**config.mk**
```make
export PLATFORM = sky130hd
export DESIGN_NAME = adder_4bit
export DESIGN_NICKNAME = d
export VERILOG_FILES = /design/src/rtl/adder_4bit.sv
export SDC_FILE = /design/constraint.sdc
export NUM_CORES = 1
export LEC_CHECK = 0
export ABC_CLOCK_PERIOD_IN_PS = 1600
export CORE_AREA = 4 4 41 43
export CTS_CLUSTER_DIAMETER = 30
export DETAILED_ROUTE_END_ITERATION = 8
export DIE_AREA = 0 0 45 47
export PLACE_DENSITY_LB_ADDON = 0.25
export RECOVER_POWER = 25
export SLEW_MARGIN = 20
export SYNTH_ARGS = -nofsm -noshare
export SYNTH_HDL_FRONTEND = slang
export SYNTH_SLANG_ARGS = --single-unit
```
**constraint.sdc**
```tcl
create_clock -name clk_i -period 1.6 [get_ports clk_i]
set_input_delay 0.4 -clock clk_i [delete_from_list [all_inputs] [get_ports clk_i]]
set_output_delay 0.4 -clock clk_i [all_outputs]
set_load 0.01 [all_outputs]
```
**src/rtl/adder_4bit.sv**
```systemverilog
`default_nettype none
// ============================================================================
// Module   : adder_4bit
// Purpose  : Registered unsigned adder. Sums two WIDTH-bit operands into a
//            (WIDTH+1)-bit result whose MSB is the carry out. One-cycle
//            latency, one operation per cycle, no backpressure.
//            Optional build macro ADDER_SUB_EN adds a sub_i port that selects
//            subtraction (modulo 2**(WIDTH+1), MSB acts as borrow/sign).
// Ports    : clk_i     in   1        rising-edge clock
//            reset_i   in   1        asynchronous active-low reset
//            number_1  in   WIDTH    operand A (unsigned)
//            number_2  in   WIDTH    operand B (unsigned)
//            sub_i     in   1        subtract select (ADDER_SUB_EN only)
//            valid_i   in   1        operands valid this cycle
//            result    out  WIDTH+1  registered sum / difference
//            valid_o   out  1        result updated on the previous edge
// Revision : 1.0 - initial release
// ============================================================================
module adder_4bit #(
  parameter int WIDTH = 4
) (
  input  logic             clk_i,
  input  logic             reset_i,
  input  logic [WIDTH-1:0] number_1,
  input  logic [WIDTH-1:0] number_2,
`ifdef ADDER_SUB_EN
  input  logic             sub_i,
`endif
  input  logic             valid_i,
  output logic [WIDTH:0]   result,
  output logic             valid_o
);

  logic [WIDTH:0] w_op_a;
  logic [WIDTH:0] w_op_b;
  logic [WIDTH:0] w_next_result;
  logic [WIDTH:0] r_result;
  logic           r_valid;

  // Zero-extend before the arithmetic so the carry (or borrow) lands in bit
  // WIDTH; the WIDTH+1-bit sum can never overflow.
  assign w_op_a = {1'b0, number_1};
  assign w_op_b = {1'b0, number_2};

`ifdef ADDER_SUB_EN
  // Difference wraps modulo 2**(WIDTH+1), so a negative result shows up as
  // its two's-complement pattern with bit WIDTH set.
  assign w_next_result = sub_i ? (w_op_a - w_op_b) : (w_op_a + w_op_b);
`else
  assign w_next_result = w_op_a + w_op_b;
`endif

  // Result holds across idle cycles; valid_o is a pure one-cycle strobe.
  always_ff @(posedge clk_i or negedge reset_i) begin
    if (!reset_i) begin
      r_result <= '0;
      r_valid  <= 1'b0;
    end else begin
      r_valid <= valid_i;
      if (valid_i) begin
        r_result <= w_next_result;
      end
    end
  end

  assign result  = r_result;
  assign valid_o = r_valid;

endmodule
`default_nettype wire

```
After elaboration in Yosys (flattened, before gate mapping) --
Cells that the tools add are included. Widths: inputs -> output; s select.
Cells by class: add/sub/neg operators 1
Operator list (number):
- $add 4x4->5 | 1
Word-level totals: bits of input ports 11, logic and storage cells 3, bits in registers 6, output and inout port bits 6

Logic depth before layout (Yosys ltp) --
Gate-level depths: netlist (run 1).
depth after elaboration 1, depth in mapped cells 6, gate-level depth less buffers 6

Worst setup path before layout (run 1) --
No wires, ideal clock.
path type input port to flip-flop, start point in number_1[0], end point reg r_result[2] (netlist: result[2]), buffers on the path 0, stages 5, path slack 0.131 ns, arrival 1.345 ns, library setup time 0.125 ns, required time 1.475 ns, cells stage by stage ha_1 inv_1 fa_1 xnor2_1 mux2_2
Between the ends: longest elaborated chain between the ends 1
Ends and longest elaborated chain:
- start, declared | line 24 | input logic [WIDTH-1:0] number_1,
- $add 4x4->5 | line 50 | assign w_next_result = w_op_a + w_op_b;
- end signal, assigned | line 61 | r_result <= w_next_result;
- end, declared | line 37 | logic [WIDTH:0] r_result;
Every way passes these cells. A chain may end at the register's enable or synchronous reset.

Worst setup path in the final report (run 1) --
start point in number_2[1], end point reg r_result[2] (netlist: result[2])
Between the ends: longest elaborated chain between the ends 1
Ends and longest elaborated chain:
- start, declared | line 25 | input logic [WIDTH-1:0] number_2,
- $add 4x4->5 | line 50
Every way passes these cells.

==> impl_metrics.tcl, run 1 <==
set metrics [dict create \
    arrival_ns 1.66 \
    critPathCaptureType "flip-flop" \
    grt_usage_pct 8.21 \
    synth_area_um2 370 \
    wl_per_cell_um 11.1 \
    fp.dieW_um 45 \
    ant_nets 0 \
    slowest_stage "clkdlybuf4s50_1" \
    skew_ns 0 \
    vias 329 \
    yosys_register_bits 6 \
    drtPass1Iterations 2 \
    grt_pass1_vias 304 \
    path_max_fanout 2 \
    met1_usage_pct 9.58 \
    numPlacedInstances 70 \
    cts-root-buf "clkbuf_4" \
    h-tree-depth 1 \
    seqCellArea_um2 150 \
    overflow 0 \
    synth-edff-count 0 \
    die_area_mm2 0.00212 \
    status "complete, no violations" \
    finish.instance_area_um2 653 \
    floorplan.initialDensity_pct 28.5 \
    clock_power_share_pct 28.2 \
    maxCapViolCount 0 \
    dieHeight_um 47 \
    whs_ns 0.465 \
    core_mm2 0.00130 \
    placed_cell_area_um2 591 \
    fin_tns_setup_ns 0 \
    yosysSeqAreaShare_pct 40.5 \
    drc 0 \
    io_pins 17 \
    yosys.cell_types.count 19 \
    fillCellCount 133 \
    stdcell_count 73 \
    cp_top_family "buffers and inverters" \
    syn_avg_cell_area_um2 11.2 \
    io_buffers 16 \
    syn_inst 33 \
    power_uw 505 \
    gp_congestion 0.693 \
    slew_headroom_pct 81.0 \
    fp-row-count 13 \
    switching_share_pct 26.5 \
    fin_ws_ns 0.0693 \
    internal_power_uw 371 \
    syn_nets 49 \
    crit_chain "clkdlybuf4s50_1, inv_1, fa_2, xnor2_1, mux2_2" \
    min_path_type "input pin to async pin" \
    seqPwrFrac_pct 37.0 \
    grtUsageMet3_pct 3.45 \
    path_clk_slew_ns 0.05 \
    drtIter0Drc 5 \
    cts_tree "yes" \
    dp.final_hpwl_um 634 \
    cts_num_sinks 6 \
    multi_input_area_um2 216 \
    power_density_mw_per_mm2 773 \
    yosys_warnings 0 \
    syn_to_final_growth_pct 76.4 \
    routed_wl_um 807 \
    ir_drop_uv 320 \
    hold_viol 0 \
    fin_nets 76 \
    switchingPower_uw 134 \
    reg2reg_slack_ns 0.65 \
    dp_slack_ns -0.406 \
    worstPathRequired_ns 1.73 \
    finalMaxSlewViolations 0 \
    slowest_delay_ns 0.48 \
    cts_buffers 3 \
    period_share_pct 95.7 \
    path_class "input pin to flip-flop" \
    clockBufferDepth 2 \
    path_buf_inv 2 \
    grt_max_degree 7 \
    n_antenna_cell 0 \
    grt_antenna_before_repair 0 \
    period_needed_ns 1.53 \
    synth_ff_type "dfrtp_1" \
    viasPerCell 4.51 \
    final_core_util_pct 50.2 \
    grt_pass1_wl_mm 1.21 \
    rsz0062_at_grt "false" \
    clock_latency_ns 0.24 \
    timing.fmax_mhz 653 \
    cts_setup_buffers 0 \
    setup_violations 0 \
    top_usage_layer "met2" \
    async_flop_share_pct 100 \
    tightest_slew_ns 0.284 \
    p_comb_share_pct 34.8 \
    cp-start-kind "input pin" \
    leakage_nw 0.329 \
    drive_gt1_share_pct 27.6 \
    grt.met2_usage_pct 12.4 \
]
-- state kept, by name, summed over array words and instances (netlist names) --
| register | flops |
|---|---|
| valid_o | 1 |
| result | 5 |
-- power groups by stage --
stage	logic (mW)	clock network (mW)	registers (mW)
3_3_place_gp	0.173	0	0.190
6_report	0.176	0.142	0.187
4_1_cts	0.174	0.148	0.188
2_1_floorplan	0.0590	0	0.201
5_1_grt	0.196	0.154	0.190
3_5_place_dp	0.173	0	0.190
-- final cells by class --
| cell class | count | share of cell area (%) |
|---|---|---|
| repair buffers | 23 | 34.1 |
| flip-flops and latches | 6 | 23.0 |
| inverters | 6 | 3.45 |
| well taps | 15 | 2.87 |
| clock buffers | 3 | 3.45 |
| multi-input cells | 20 | 33.1 |
-- layout by cell type (no fill, tap or decap) --
master,netlist,final
clkdlybuf4s50_1,0,8
buf_4,0,7
dfrtp_1,6,6
inv_1,6,5
dlymetal6s2s_1,0,5
clkbuf_4,0,3
nor2b_1,2,2
ha_4,0,2
dlygate4sd2_1,0,2
inv_2,0,1
mux2_1,1,1
a21oi_1,1,1
nand3_1,1,1
nand4b_1,1,1
and4bb_1,1,1
a311oi_1,1,1
o211ai_1,1,1
xnor2_1,1,1
mux2_2,1,1
mux2i_1,1,1
o21ai_0,1,1
nor2_1,1,1
a31oi_1,1,1
fa_2,0,1
ha_1,4,1
ha_2,0,1
dlygate4sd3_1,0,1
-- worst paths after layout --
| path | start | endpoint | cells past startpoint |
|---|---|---|---|
| max in group asynchronous | reset_i | result[0]$_DFFE_PN0P_ | 1 |
| hold / removal | reset_i | valid_o$_DFF_PN0_ | 1 |
| min in group clk_i | result[0]$_DFFE_PN0P_ | result[0]$_DFFE_PN0P_ | 1 |
| setup / recovery | number_2[1] | result[2]$_DFFE_PN0P_ | 5 |
| setup reg to reg | result[3]$_DFFE_PN0P_ | result[3]$_DFFE_PN0P_ | 3 |
| hold reg to reg | result[0]$_DFFE_PN0P_ | result[0]$_DFFE_PN0P_ | 1 |
-- cells in the mapped netlist, types with 2 or more instances --
cell / n / share of area [%]
nor2b_1: 2 / 3.4
dfrtp_1: 6 / 41
inv_1: 6 / 6.1
ha_1: 4 / 14
-- worst reg2reg max path, stage by stage, from the launching register on --
cell      delay (ns)
dfrtp_1         0.37
nor2b_1         0.13
a311oi_1        0.20
o211ai_1        0.12
-- layer usage --
layer	up-vias	wire, µm
met3	0	71
met5	-	0
met4	0	0
li1	163	-
met1	155	348
met2	11	386
-- cells by family (layout without fill, tap and decap cells) --
kind of cell | count (synthesis) | in the layout | share of synthesized area (%)
compound gates | 5 | 5 | 8.78
xor+xnor | 1 | 1 | 2.37
fa+ha+maj | 5 | 5 | 18.9
buf+inv | 7 | 32 | 9.12
flops | 6 | 6 | 40.5
mux | 3 | 3 | 8.78
simple gates | 6 | 6 | 11.5
-- what timing repair did --
item                                    CTS  global route
gates resized for setup                   5             7
hold buffers                              0             0
pin swaps                                 3             5
hold endpoints to repair                  0             0
endpoints found under the setup margin    2             3
(Power assumes the default switching activity.)
==> inputs of run 2 (changes only) <==
--- a/config.mk
+++ b/config.mk
@@ -16,3 +16,4 @@
 export SYNTH_ARGS = -nofsm -noshare
 export SYNTH_HDL_FRONTEND = slang
 export SYNTH_SLANG_ARGS = --single-unit
+export TNS_END_PERCENT = 20
==> run 2 against run 1 <==
Cell area is 5.4% lower. Global-route usage stayed put. Total power is 1.3% lower. Hold slack better by 0.00087 ns. Count of clock-buffer cells in the layout stayed put. Final cell count stayed put. Register-to-register slack worse by 0.04 ns. Sequential power hardly changed. Critical path depth stayed put. Critical path type unchanged. Largest power group unchanged.
==> impl_metrics.tcl, run 2 (synthesis gave the netlist of run 1 again) <==
set metrics [dict create \
    power_density_mw_per_mm2 806 \
    wl_per_cell_um 10.3 \
    cts_buffers 3 \
    grt_max_degree 7 \
    whs_ns 0.466 \
    clockBufferDepth 2 \
    vias 325 \
    die_area_mm2 0.00212 \
    period_share_pct 96.7 \
    clock_latency_ns 0.24 \
    arrival_ns 1.66 \
    slowest_stage "clkdlybuf4s50_1" \
    finalMaxSlewViolations 0 \
    grt_usage_pct 8.21 \
    tightest_slew_ns 0.285 \
    fillCellCount 136 \
    drive_gt1_share_pct 24.1 \
    cts_tree "yes" \
    maxCapViolCount 0 \
    cts_num_sinks 6 \
    routed_wl_um 754 \
    viasPerCell 4.45 \
    n_antenna_cell 0 \
    ant_nets 0 \
    rsz0062_at_grt "true" \
    slew_headroom_pct 81.0 \
    cp-start-kind "input pin" \
    dp.final_hpwl_um 634 \
    period_needed_ns 1.55 \
    path_clk_slew_ns 0.05 \
    largest_reg_flops 5 \
    grt_antenna_before_repair 0 \
    syn_to_final_growth_pct 66.9 \
    crit_chain "clkdlybuf4s50_1, ha_1, and4bb_1, a311oi_1, o211ai_1" \
    grt_pass1_vias 304 \
    gp_congestion 0.693 \
    status "complete, no violations" \
    skew_ns 0 \
    r2r-start "result[3]$_DFFE_PN0P_" \
    min_path_type "input pin to async pin" \
    path_class "input pin to flip-flop" \
    ir_drop_uv 326 \
    cts_setup_buffers 0 \
    dieHeight_um 47 \
    final_cell_mix "clkdlybuf4s50_1, buf_4, dfrtp_1" \
    stdcell_count 73 \
    drtIter0Drc 1 \
    cts-root-buf "clkbuf_4" \
    fin_nets 76 \
    setup_violations 0 \
    floorplan.initialDensity_pct 28.5 \
    h-tree-depth 1 \
    fp.dieW_um 45 \
    fp-row-count 13 \
    critPathCaptureType "flip-flop" \
    io_pins 17 \
    path_max_fanout 3 \
    layout_commonest_cell "clkdlybuf4s50_1" \
    cts_hold_buf 0 \
    drc 0 \
    timing.fmax_mhz 646 \
    core_mm2 0.00130 \
    worstSetupStartpoint "number_2[3]" \
    path_buf_inv 1 \
    numPlacedInstances 70 \
    cp_top_family "buffers and inverters" \
    slowest_delay_ns 0.40 \
    hold_viol 0 \
    drtPass1Iterations 2 \
    worstPathRequired_ns 1.71 \
    grt_pass1_wl_mm 1.21 \
    leakage_nw 0.292 \
    io_buffers 16 \
    overflow 0 \
]
==> run 2: power by group <==
group          switching, mW  total [mW]  leakage [nW]  internal [mW]
clock                 0.0570       0.142        0.0138         0.0850
sequential            0.0108       0.187        0.0701          0.176
combinational         0.0622       0.169         0.208          0.107
==> run 2: final cells by class <==
| cell class | instances | area [µm²] | share of cell area (%) |
|---|---|---|---|
| Sequential cell | 6 | 150 | 24.3 |
| Timing Repair Buffer | 23 | 213 | 34.4 |
| Multi-Input combinational cell | 20 | 191 | 31.0 |
| Tap cell | 15 | 18.8 | 3.04 |
| Inverter | 6 | 22.5 | 3.64 |
| Clock buffer | 3 | 22.5 | 3.64 |
==> run 2: worst paths after layout <==
kind | cells past startpoint | slack, ns | to
min | 1 | 0.47 | valid_o$_DFF_PN0_
max in group asynchronous | 1 | 0.91 | result[0]$_DFFE_PN0P_
min in group clk_i | 1 | 0.49 | result[0]$_DFFE_PN0P_
max reg2reg | 3 | 0.61 | result[3]$_DFFE_PN0P_
min reg2reg | 1 | 0.49 | result[0]$_DFFE_PN0P_
max | 5 | 0.05 | result[3]$_DFFE_PN0P_
==> run 2: layer usage <==
metal  up-vias  part of all wire (%)  global-route usage [%]
met2        11                    47                    12.4
met1       150                    44                    9.58
li1        164                     -                       -
met4         0                     0                    5.26
met5         -                     0                       0
met3         0                   8.8                    3.45
==> run 2: what timing repair did <==
item                                    CTS  global route
endpoints found under the setup margin    2             3
resized for setup                         5             1
pin swaps                                 3             3
gates cloned                              0             0
==> run 2: metrics by stage <==
step | utilization (%) | cell area (µm²) | setup WS, ns | setup TNS (ns) | total power [mW]
after floorplan | - | 370 | 0.131 | 0 | 0.260
after global routing | 47.5 | 618 | -0.0209 | -0.0209 | 0.532
after detailed placement | 45.4 | 591 | -0.406 | -1.11 | 0.363
after CTS | 47.3 | 616 | 0.0114 | 0 | 0.510
after global placement | 45.4 | 591 | -0.399 | -1.08 | 0.362
final | 47.5 | 618 | 0.0527 | 0 | 0.498
==> inputs of run 3 (changes only) <==
--- a/config.mk
+++ b/config.mk
@@ -12,6 +12,7 @@
 export DIE_AREA = 0 0 45 47
 export PLACE_DENSITY_LB_ADDON = 0.25
 export RECOVER_POWER = 25
+export SETUP_SLACK_MARGIN = 0.15
 export SLEW_MARGIN = 20
 export SYNTH_ARGS = -nofsm -noshare
 export SYNTH_HDL_FRONTEND = slang
==> run 3 against run 2 <==
Fmax rose by 2.7%. Setup slack improved by 0.041 ns. Clock power fell by 6%. Via count rose by 0.92%. Clock skew did not move. Highest routed layer unchanged. Routed wire length rose by 3.1%. Utilization fell by 0.87 points. Sequential share of layout area rose by 0.45 points. Count of clock-buffer cells in the layout did not move. Largest power group unchanged. Critical path type is now flip-flop to output pin. Cell area fell by 1.8%. Total power fell by 3.4%. Combinational power fell by 5%.
==> impl_metrics.tcl, run 3 (synthesis gave the netlist of run 1 again) <==
set metrics [dict create \
    floorplan.initialDensity_pct 28.5 \
    period_share_pct 94.1 \
    final_cell_mix "dlygate4sd2_1, dfrtp_1, clkdlybuf4s50_1, buf_4, inv_1" \
    vias 328 \
    stdcell_count 71 \
    path_max_fanout 2 \
    io_pins 17 \
    power_uw 481 \
    hold_viol 0 \
    leakage_nw 0.290 \
    viasPerCell 4.62 \
    overflow 0 \
    crit_chain "clkdlybuf4s50_1" \
    arrival_ns 1.11 \
    path_clk_slew_ns 0.05 \
    tightest_slew_ns 0.281 \
    syn_to_final_growth_pct 63.9 \
    io_buffers 16 \
    drc 0 \
    wl_per_cell_um 10.9 \
    core_mm2 0.00130 \
    timing.fmax_mhz 664 \
    clockBufferDepth 2 \
    cts_buffers 3 \
    layout_commonest_cell "dlygate4sd2_1" \
    cts_num_sinks 6 \
    power_density_mw_per_mm2 793 \
    setup_violations 0 \
    ant_nets 0 \
    path_depth 1 \
    slew_headroom_pct 81.2 \
    status "complete, no violations" \
    slowest_stage "clkdlybuf4s50_1" \
    r2r-end "result[3]$_DFFE_PN0P_" \
    critPathCaptureType "output pin" \
    drive_gt1_share_pct 25.0 \
    cp_top_family "buffers and inverters" \
    dp.final_hpwl_um 682 \
    drtIter0Drc 1 \
    cts_tree "yes" \
    rr_worst_depth 3 \
    h-tree-depth 1 \
    path_class "flip-flop to output pin" \
    die_area_mm2 0.00212 \
    grt_usage_pct 8.51 \
    path_buf_inv 1 \
    cts_setup_buffers 0 \
    ir_drop_uv 276 \
    r2r-start "result[3]$_DFFE_PN0P_" \
    n_antenna_cell 0 \
    cts-root-buf "clkbuf_4" \
    min_path_type "input pin to async pin" \
    slowest_delay_ns 0.53 \
    gp_congestion 0.651 \
    reg2reg_slack_ns 0.62 \
    grt_antenna_before_repair 0 \
    grt_pass1_vias 338 \
    final_core_util_pct 46.6 \
    rsz0062_at_grt "true" \
    worstSetupStartpoint "result[2]$_DFFE_PN0P_" \
    fin_nets 74 \
    grt_pass1_wl_mm 1.26 \
    maxCapViolCount 0 \
    grt_max_degree 8 \
    clock_latency_ns 0.23 \
    period_needed_ns 1.51 \
    numPlacedInstances 68 \
    worstPathRequired_ns 1.20 \
    cp-start-kind "flip-flop" \
    routed_wl_um 777 \
    skew_ns 0 \
    fp-row-count 13 \
    dieHeight_um 47 \
    finalMaxSlewViolations 0 \
    largest_reg_flops 5 \
    fp.dieW_um 45 \
    drtPass1Iterations 2 \
]
[run 3: cell types whose count changed in the layout (fill, tap and decap cells not counted)]
| cell | previous run | this run |
|---|---|---|
| clkdlybuf4s50_1 | 12 | 5 |
| dlygate4sd2_1 | 2 | 9 |
| buf_4 | 7 | 5 |
| ha_1 | 3 | 2 |
| ha_4 | 0 | 1 |
| inv_1 | 5 | 4 |
| inv_2 | 1 | 2 |
[run 3: worst max path at each step]
stage	end	slack, ns
6_report	result[2]	0.09
4_1_cts	result[4]	0.07
3_3_place_gp	result[2]$_DFFE_PN0P_	-0.33
5_1_grt	result[1]	0.05
2_1_floorplan	result[2]$_DFFE_PN0P_	0.18
3_5_place_dp	result[2]$_DFFE_PN0P_	-0.36
[run 3: through the flow]
step                setup slack (ns)  TNS (ns)  cell area, µm²  hold WS (ns)
CTS                           0.0715         0             604         0.412
finish                        0.0938         0             607         0.476
global route                  0.0496         0             607         0.486
global placement              -0.335     -1.01             578         0.469
floorplan                      0.184         0             373         0.104
detailed placement            -0.360     -1.11             578         0.486
[run 3: layout make-up]
type / count / area, µm²
multi-input cells: 20 / 204
repair buffers: 21 / 189
well taps: 15 / 18.8
fillers: 150 / 694
clock buffers: 3 / 22.5
flip-flops and latches: 6 / 150
inverters: 6 / 22.5
[run 3: what timing repair did]
action / 4_1_cts / 5_1_grt
endpoints found under the setup margin: 10 / 8
hold endpoints to repair: 0 / 0
cloned: 0 / 0
pin swaps: 8 / 0
hold buffers: 0 / 0
gates resized for setup: 13 / 1
[run 3: metal layers]
metal	GRT usage, %	wire length (µm)	up-vias
li1	-	-	160
met1	8.80	309	157
met2	14.4	403	11
met3	3.45	64	0
met4	5.26	0	0
met5	0	0	-
[run 3: power by group]
part	total, mW	switching, mW	internal (mW)
sequential	0.187	0.0111	0.176
clock	0.134	0.0494	0.0845
combinational	0.160	0.0635	0.0967
total	0.481	0.124	0.357
